===== src/rtl/clk_div_pkg.sv =====
// Shared types and helpers for the programmable clock divider.
// Divisor legality and half-period arithmetic are kept here so every user agrees on them.
package clk_div_pkg;

    localparam int          CNT_W_DEF = 8;
    localparam int unsigned DIV_MIN   = 2;

    typedef enum logic {
        ST_IDLE = 1'b0,
        ST_RUN  = 1'b1
    } run_state_t;

    function automatic logic [31:0] div_half(input logic [31:0] n);
        return n >> 1;
    endfunction

    function automatic logic div_legal(input logic [31:0] v);
        return v >= DIV_MIN;
    endfunction

endpackage


===== src/rtl/clk_div_phase.sv =====
// Output phase generator: posedge phase flop plus the single negedge flop that
// stretches odd-ratio high times by half a clk period.
module clk_div_phase
    import clk_div_pkg::*;
#(
    parameter int CNT_W = CNT_W_DEF
) (
    input  logic             clk,
    input  logic             rst,
    input  logic             run,
    input  logic [CNT_W-1:0] cnt,
    input  logic [CNT_W-1:0] n,
    output logic             clk_out
);

    logic [CNT_W-1:0] half;
    logic             pos_q, pos_d;
    logic             odd_q, odd_d;
    logic             neg_q;

    // For odd n, n>>1 equals (n-1)/2, so one threshold serves both parities.
    always_comb begin
        half  = CNT_W'(div_half(32'(n)));
        pos_d = run && (cnt < half);
        odd_d = run ? n[0] : odd_q;
    end

    always_ff @(posedge clk) begin
        if (rst) begin
            pos_q <= 1'b0;
            odd_q <= 1'b0;
        end else begin
            pos_q <= pos_d;
            odd_q <= odd_d;
        end
    end

    always_ff @(negedge clk) begin
        if (rst) begin
            neg_q <= 1'b0;
        end else begin
            neg_q <= pos_q;
        end
    end

    // neg_q trails pos_q by half a cycle, so the OR never dips between them.
    assign clk_out = pos_q | (odd_q & neg_q);

endmodule


===== src/rtl/clk_divider_prog.sv =====
// Runtime-programmable 50%-duty clock divider with boundary-synchronised
// divisor loads, graceful stop on en deassertion and a period-start strobe.
module clk_divider_prog
    import clk_div_pkg::*;
#(
    parameter int CNT_W   = CNT_W_DEF,
    parameter int DEF_DIV = 3
) (
    input  logic             clk,
    input  logic             rst,
    input  logic             en,
    input  logic [CNT_W-1:0] div_val,
    input  logic             div_load,
    output logic             div_err,
    output logic             div_pending,
    output logic [CNT_W-1:0] cur_div,
    output logic             clk_out,
    output logic             clk_pulse
);

    run_state_t       state_q, state_d;
    logic [CNT_W-1:0] cnt_q, cnt_d;
    logic [CNT_W-1:0] active_div_q, active_div_d;
    logic [CNT_W-1:0] pending_q, pending_d;
    logic             pend_vld_q, pend_vld_d;
    logic             div_err_q, div_err_d;
    logic             pulse_q, pulse_d;

    logic             running;
    logic             run_now;
    logic             boundary;
    logic             apply;
    logic [CNT_W-1:0] n_eff;
    logic [CNT_W-1:0] eval_cnt;

    always_comb begin
        running  = (state_q == ST_RUN);
        run_now  = running || en;
        // When idle a waiting divisor takes effect immediately, including on a restart edge.
        n_eff    = (!running && pend_vld_q) ? pending_q : active_div_q;
        eval_cnt = running ? cnt_q : '0;
        boundary = running && (eval_cnt == n_eff - CNT_W'(1));
        apply    = pend_vld_q && (boundary || !running);

        state_d = state_q;
        if (running) begin
            if (boundary && !en) begin
                state_d = ST_IDLE;
            end
        end else if (en) begin
            state_d = ST_RUN;
        end

        cnt_d = '0;
        if (run_now && !boundary) begin
            cnt_d = eval_cnt + CNT_W'(1);
        end

        pulse_d      = run_now && (eval_cnt == '0);
        active_div_d = apply ? pending_q : active_div_q;
        pending_d    = pending_q;
        pend_vld_d   = pend_vld_q && !apply;
        div_err_d    = 1'b0;

        // A load on the applying edge overrides the clear and waits for the next boundary.
        if (div_load) begin
            if (div_legal(32'(div_val))) begin
                pending_d  = div_val;
                pend_vld_d = 1'b1;
            end else begin
                div_err_d = 1'b1;
            end
        end
    end

    always_ff @(posedge clk) begin
        if (rst) begin
            state_q      <= ST_IDLE;
            cnt_q        <= '0;
            active_div_q <= CNT_W'(DEF_DIV);
            pending_q    <= '0;
            pend_vld_q   <= 1'b0;
            div_err_q    <= 1'b0;
            pulse_q      <= 1'b0;
        end else begin
            state_q      <= state_d;
            cnt_q        <= cnt_d;
            active_div_q <= active_div_d;
            pending_q    <= pending_d;
            pend_vld_q   <= pend_vld_d;
            div_err_q    <= div_err_d;
            pulse_q      <= pulse_d;
        end
    end

    clk_div_phase #(
        .CNT_W (CNT_W)
    ) u_phase (
        .clk     (clk),
        .rst     (rst),
        .run     (run_now),
        .cnt     (eval_cnt),
        .n       (n_eff),
        .clk_out (clk_out)
    );

    assign div_err     = div_err_q;
    assign div_pending = pend_vld_q;
    assign cur_div     = active_div_q;
    assign clk_pulse   = pulse_q;

endmodule

===== config.mk =====
export PLATFORM = sky130hd
export DESIGN_NAME = clk_divider_prog
export DESIGN_NICKNAME = d
export VERILOG_FILES = /design/src/rtl/clk_div_pkg.sv /design/src/rtl/clk_div_phase.sv /design/src/rtl/clk_divider_prog.sv
export SDC_FILE = /design/constraint.sdc
export NUM_CORES = 1
export LEC_CHECK = 0
export ABC_AREA = 0
export BUFFER_PORTS_ARGS = -buffer_cell sky130_fd_sc_hd__clkbuf_2
export CAP_MARGIN = 20
export CORE_MARGIN = 2
export CORE_UTILIZATION = 50
export DETAILED_ROUTE_END_ITERATION = 6
export GPL_TIMING_DRIVEN = 0
export HOLD_SLACK_MARGIN = 0.02
export PLACE_DENSITY = 0.68
export SLEW_MARGIN = 20
export SYNTH_ARGS = -nofsm -noshare
export SYNTH_HDL_FRONTEND = slang
export SYNTH_SLANG_ARGS = --single-unit

===== constraint.sdc =====
create_clock -name clk -period 7.6 [get_ports clk]
set_input_delay 0.76 -clock clk [delete_from_list [all_inputs] [get_ports clk]]
set_output_delay 0.76 -clock clk [all_outputs]
set_load 0.01 [all_outputs]

==> flow_summary_export.csv <==
group,metric,value,unit
run_status,run_status,"finished, final reports clean",
synth,synth_warnings,0,
power_and_ir_drop,power_report.internal_total,0.271,mW
sta,maxSlewViolCount,0,
synth,post_synthesis_average_cell_area,8.30,sq um
final_layout,layout-drive-gt1-share,15.7,%
clock_tree,post_cts.repair.setup_buffers,0,
synth,ys_types,50,
power_and_ir_drop,power-per-cell-area,177,nW/um^2
detailed_routing,dr.pass1.iters,4,
sta,maxSlewHeadroom,66.4,%
synth,ys_seq_elements,31,
place,placed_cells,307,
floorplan,floorplan.die.width,66.7,um
global_routing,grt_usage,22.9,%
floorplan,die_y,66.7,um
synth,post_synth_instance_area,1970,sq um
power_and_ir_drop,comb_power_share,21.1,%
synth,synth_simple_gate_area_share,28.0,%
detailed_routing,drc,0,
clock_tree,insertion_delay,0.34,ns
synth,largest_family_of_logic_cells_by_synthesized_area,"simple AND/OR/NAND/NOR gates",
synth,synthesis.instances,237,
sta,worst_clock_skew,0.0526,ns
power_and_ir_drop,leakagePower,0.979,nW
synth,mappedNetlistNets,258,
synth,synth_seq_area_share,31.5,%
place,gp_routability_congestion,0.874,
power_and_ir_drop,clockPowerShare,33.3,%
clock_tree,ctsLongestPathBuffers,2,
detailed_routing,route.detailed.wl_per_inst,14.4,um
synth,synth_adder_area_share,5.72,%
floorplan,rows,22,
detailed_routing,drt-initial-drc-count,106,
power_and_ir_drop,finalPower,0.392,mW
synth,synth_edf_count,0,
setup_path,crit_path_max_fanout,1,
floorplan,design.die.area,4450,sq um
hold_path,hold_path_class,"flip-flop to flip-flop",
final_layout,antenna-diode-count,0,
synth,yosys.area_share.xor_xnor,4.45,%
final_layout,fin_nets,287,
job,maxCapViolCount,0,
power_and_ir_drop,peakVddDrop,0.124,mV
detailed_routing,postRouteAntennaNets,0,
sta,accumulated_negative_setup_slack,0,ns
clock_tree,tritoncts.num_buffers,5,
final_layout,fin_area,2220,sq um
synth,synth-compound-area-share,13.4,%
clock_tree,cts-hold-fix-buffers,0,
global_routing,global_route_wire_length_before_repair,7530,um
sta,worst_hold_slack_after_final_layout,0.502,ns
synth,async_flop_share,0,%
detailed_routing,routed-via-count,1708,
synth,fraction_of_synthesized_area_in_multiplexers,11.5,%
clock_tree,clock_tree_from_tritoncts,"done",
final_layout,finalNonFillerCells,315,
sta,rsz0062_at_grt,"no",
synth,dominantRegCellSynth,"dfxtp_1",
detailed_routing,drt-total-wl,4540,um
place,placement.io_buffers,22,
global_routing,maximum_number_of_pins_on_one_net_before_global_route_repair,11,
clock_tree,h-tree-depth,2,
clock_tree,tritoncts_num_sinks,31,
place,place_area,2140,sq um
place,hpwl,3490,um
floorplan,core-area,3720,sq um
final_layout,syn_to_final_growth,13.0,%
global_routing,grt_remaining_overflow,0,
setup_path,crit_path_start_kind,"flip-flop",
place,post-place-ws,2.30,ns
setup_path,end_kind,"primary output",
global_routing,grt_antenna_before_repair,0,
floorplan,io_pins,24,
sta,finalSetupViolations,0,
sta,postLayoutSetupSlackWorst,2.13,ns
power_and_ir_drop,power.switching,0.122,mW
detailed_routing,vias_per_cell,5.42,
setup_path,setup.worst_path.class,"flip-flop to primary output",
clock_tree,clockRootBuffer,"clkbuf_8",
power_and_ir_drop,power.share.switching,31.0,%
sta,worst_pin_slew,0.492,ns
floorplan,initial_utilization,53.0,%
setup_path,reg2regPathDepth,1,
global_routing,vias_in_the_first_global_route,1480,
setup_path,cp.required,6.84,ns
power_and_ir_drop,p_seq_share,45.6,%
setup_path,worst-endpoint-arrival,4.71,ns
clock_tree,postCtsResizedCells,0,
setup_path,setup.reg_to_reg.worst_slack,3.30,ns
final_layout,layout.core_utilization,59.8,%
hold_path,whs_path_depth,2,
clock_tree,worst_setup_hold_path_clk_slew,0.07,ns
sta,final_hold_viol_count,0,
## flip-flops by register name, summed over array words and instances (netlist names)
register	count
pending_q	8
u_phase.odd_q	1
u_phase.pos_q	1
cur_div	8
u_phase.neg_q	1
div_err	1
div_pending	1
running	1
cnt_q	8
clk_pulse	1
## final timing paths
check | startpoint | end
worst max-delay path | u_phase.neg_q | clk_out
worst max register to register | u_phase.pos_q | u_phase.neg_q
worst min register to register | u_phase.odd_q | u_phase.odd_q
worst min-delay path | u_phase.odd_q | u_phase.odd_q
## metal layers
layer / routed length (um) / vias up / global-route usage, %
met5: 0 / - / 0
met4: 74 / 0 / 8.42
met3: 144 / 7 / 3.55
met2: 2010 / 31 / 35.9
met1: 2310 / 789 / 31.7
li1: - / 881 / -
## cells in the final DEF, fill, tap and decap left out, types with 7 or more instances in the layout
cell type	netlist	routed
a21oi_1	14	14
clkbuf_2	0	22
clkbuf_1	6	7
dfxtp_1	31	31
ha_1	9	9
nand2_1	22	22
mux2i_1	20	20
nor2_1	25	25
nand2b_1	16	16
nand3_1	13	13
inv_1	11	11
## cells by family (layout without fill, tap and decap cells)
group / Yosys count / count (layout)
AND/OR/NAND/NOR: 106 / 106
XOR/XNOR: 10 / 10
adder cells (fa/ha/maj): 9 / 9
flip-flops: 31 / 31
AO/OA/AOI/OAI: 36 / 36
buffers and inverters: 23 / 53
multiplexers: 22 / 22
## synthesized netlist by cell type (all sizes together) (4+ instances only)
cell type	instances	area, sq um
mux2i	20	200
ha	9	113
dfxtp	31	621
nor3	5	25.0
nor2	25	93.8
a21oi	14	70.1
xor2	6	52.6
buf	6	41.3
nand2	22	82.6
nand3	13	65.1
and2	5	31.3
xnor2	4	35.0
nand2b	16	100
clkbuf	6	22.5
inv	11	41.3
## cell type report
cell class | instances | area [sq um]
Fill cell | 363 | 1490
Multi-Input combinational cell | 183 | 1240
Sequential cell | 31 | 621
Timing Repair Buffer | 22 | 110
Clock buffer | 6 | 72.6
Buffer | 12 | 63.8
Tap cell | 48 | 60.1
Inverter | 10 | 37.5
Clock inverter | 3 | 16.3
## power groups by stage
| stage | registers, mW | clock network (mW) | logic [mW] |
|---|---|---|---|
| floorplan | 0.181 | 0.00165 | 0.0616 |
| CTS | 0.179 | 0.134 | 0.0829 |
| global route | 0.180 | 0.141 | 0.0914 |
| global placement | 0.182 | 0.00165 | 0.0822 |
| finish | 0.179 | 0.131 | 0.0828 |
| detailed placement | 0.182 | 0.00165 | 0.0825 |
## worst max-delay path, stage by stage, from the launching register on
cell and delay (ns):
dfxtp_1 0.29, a21o_1 0.16, clkbuf_2 0.12
Power figures use the tool's default switching activity.
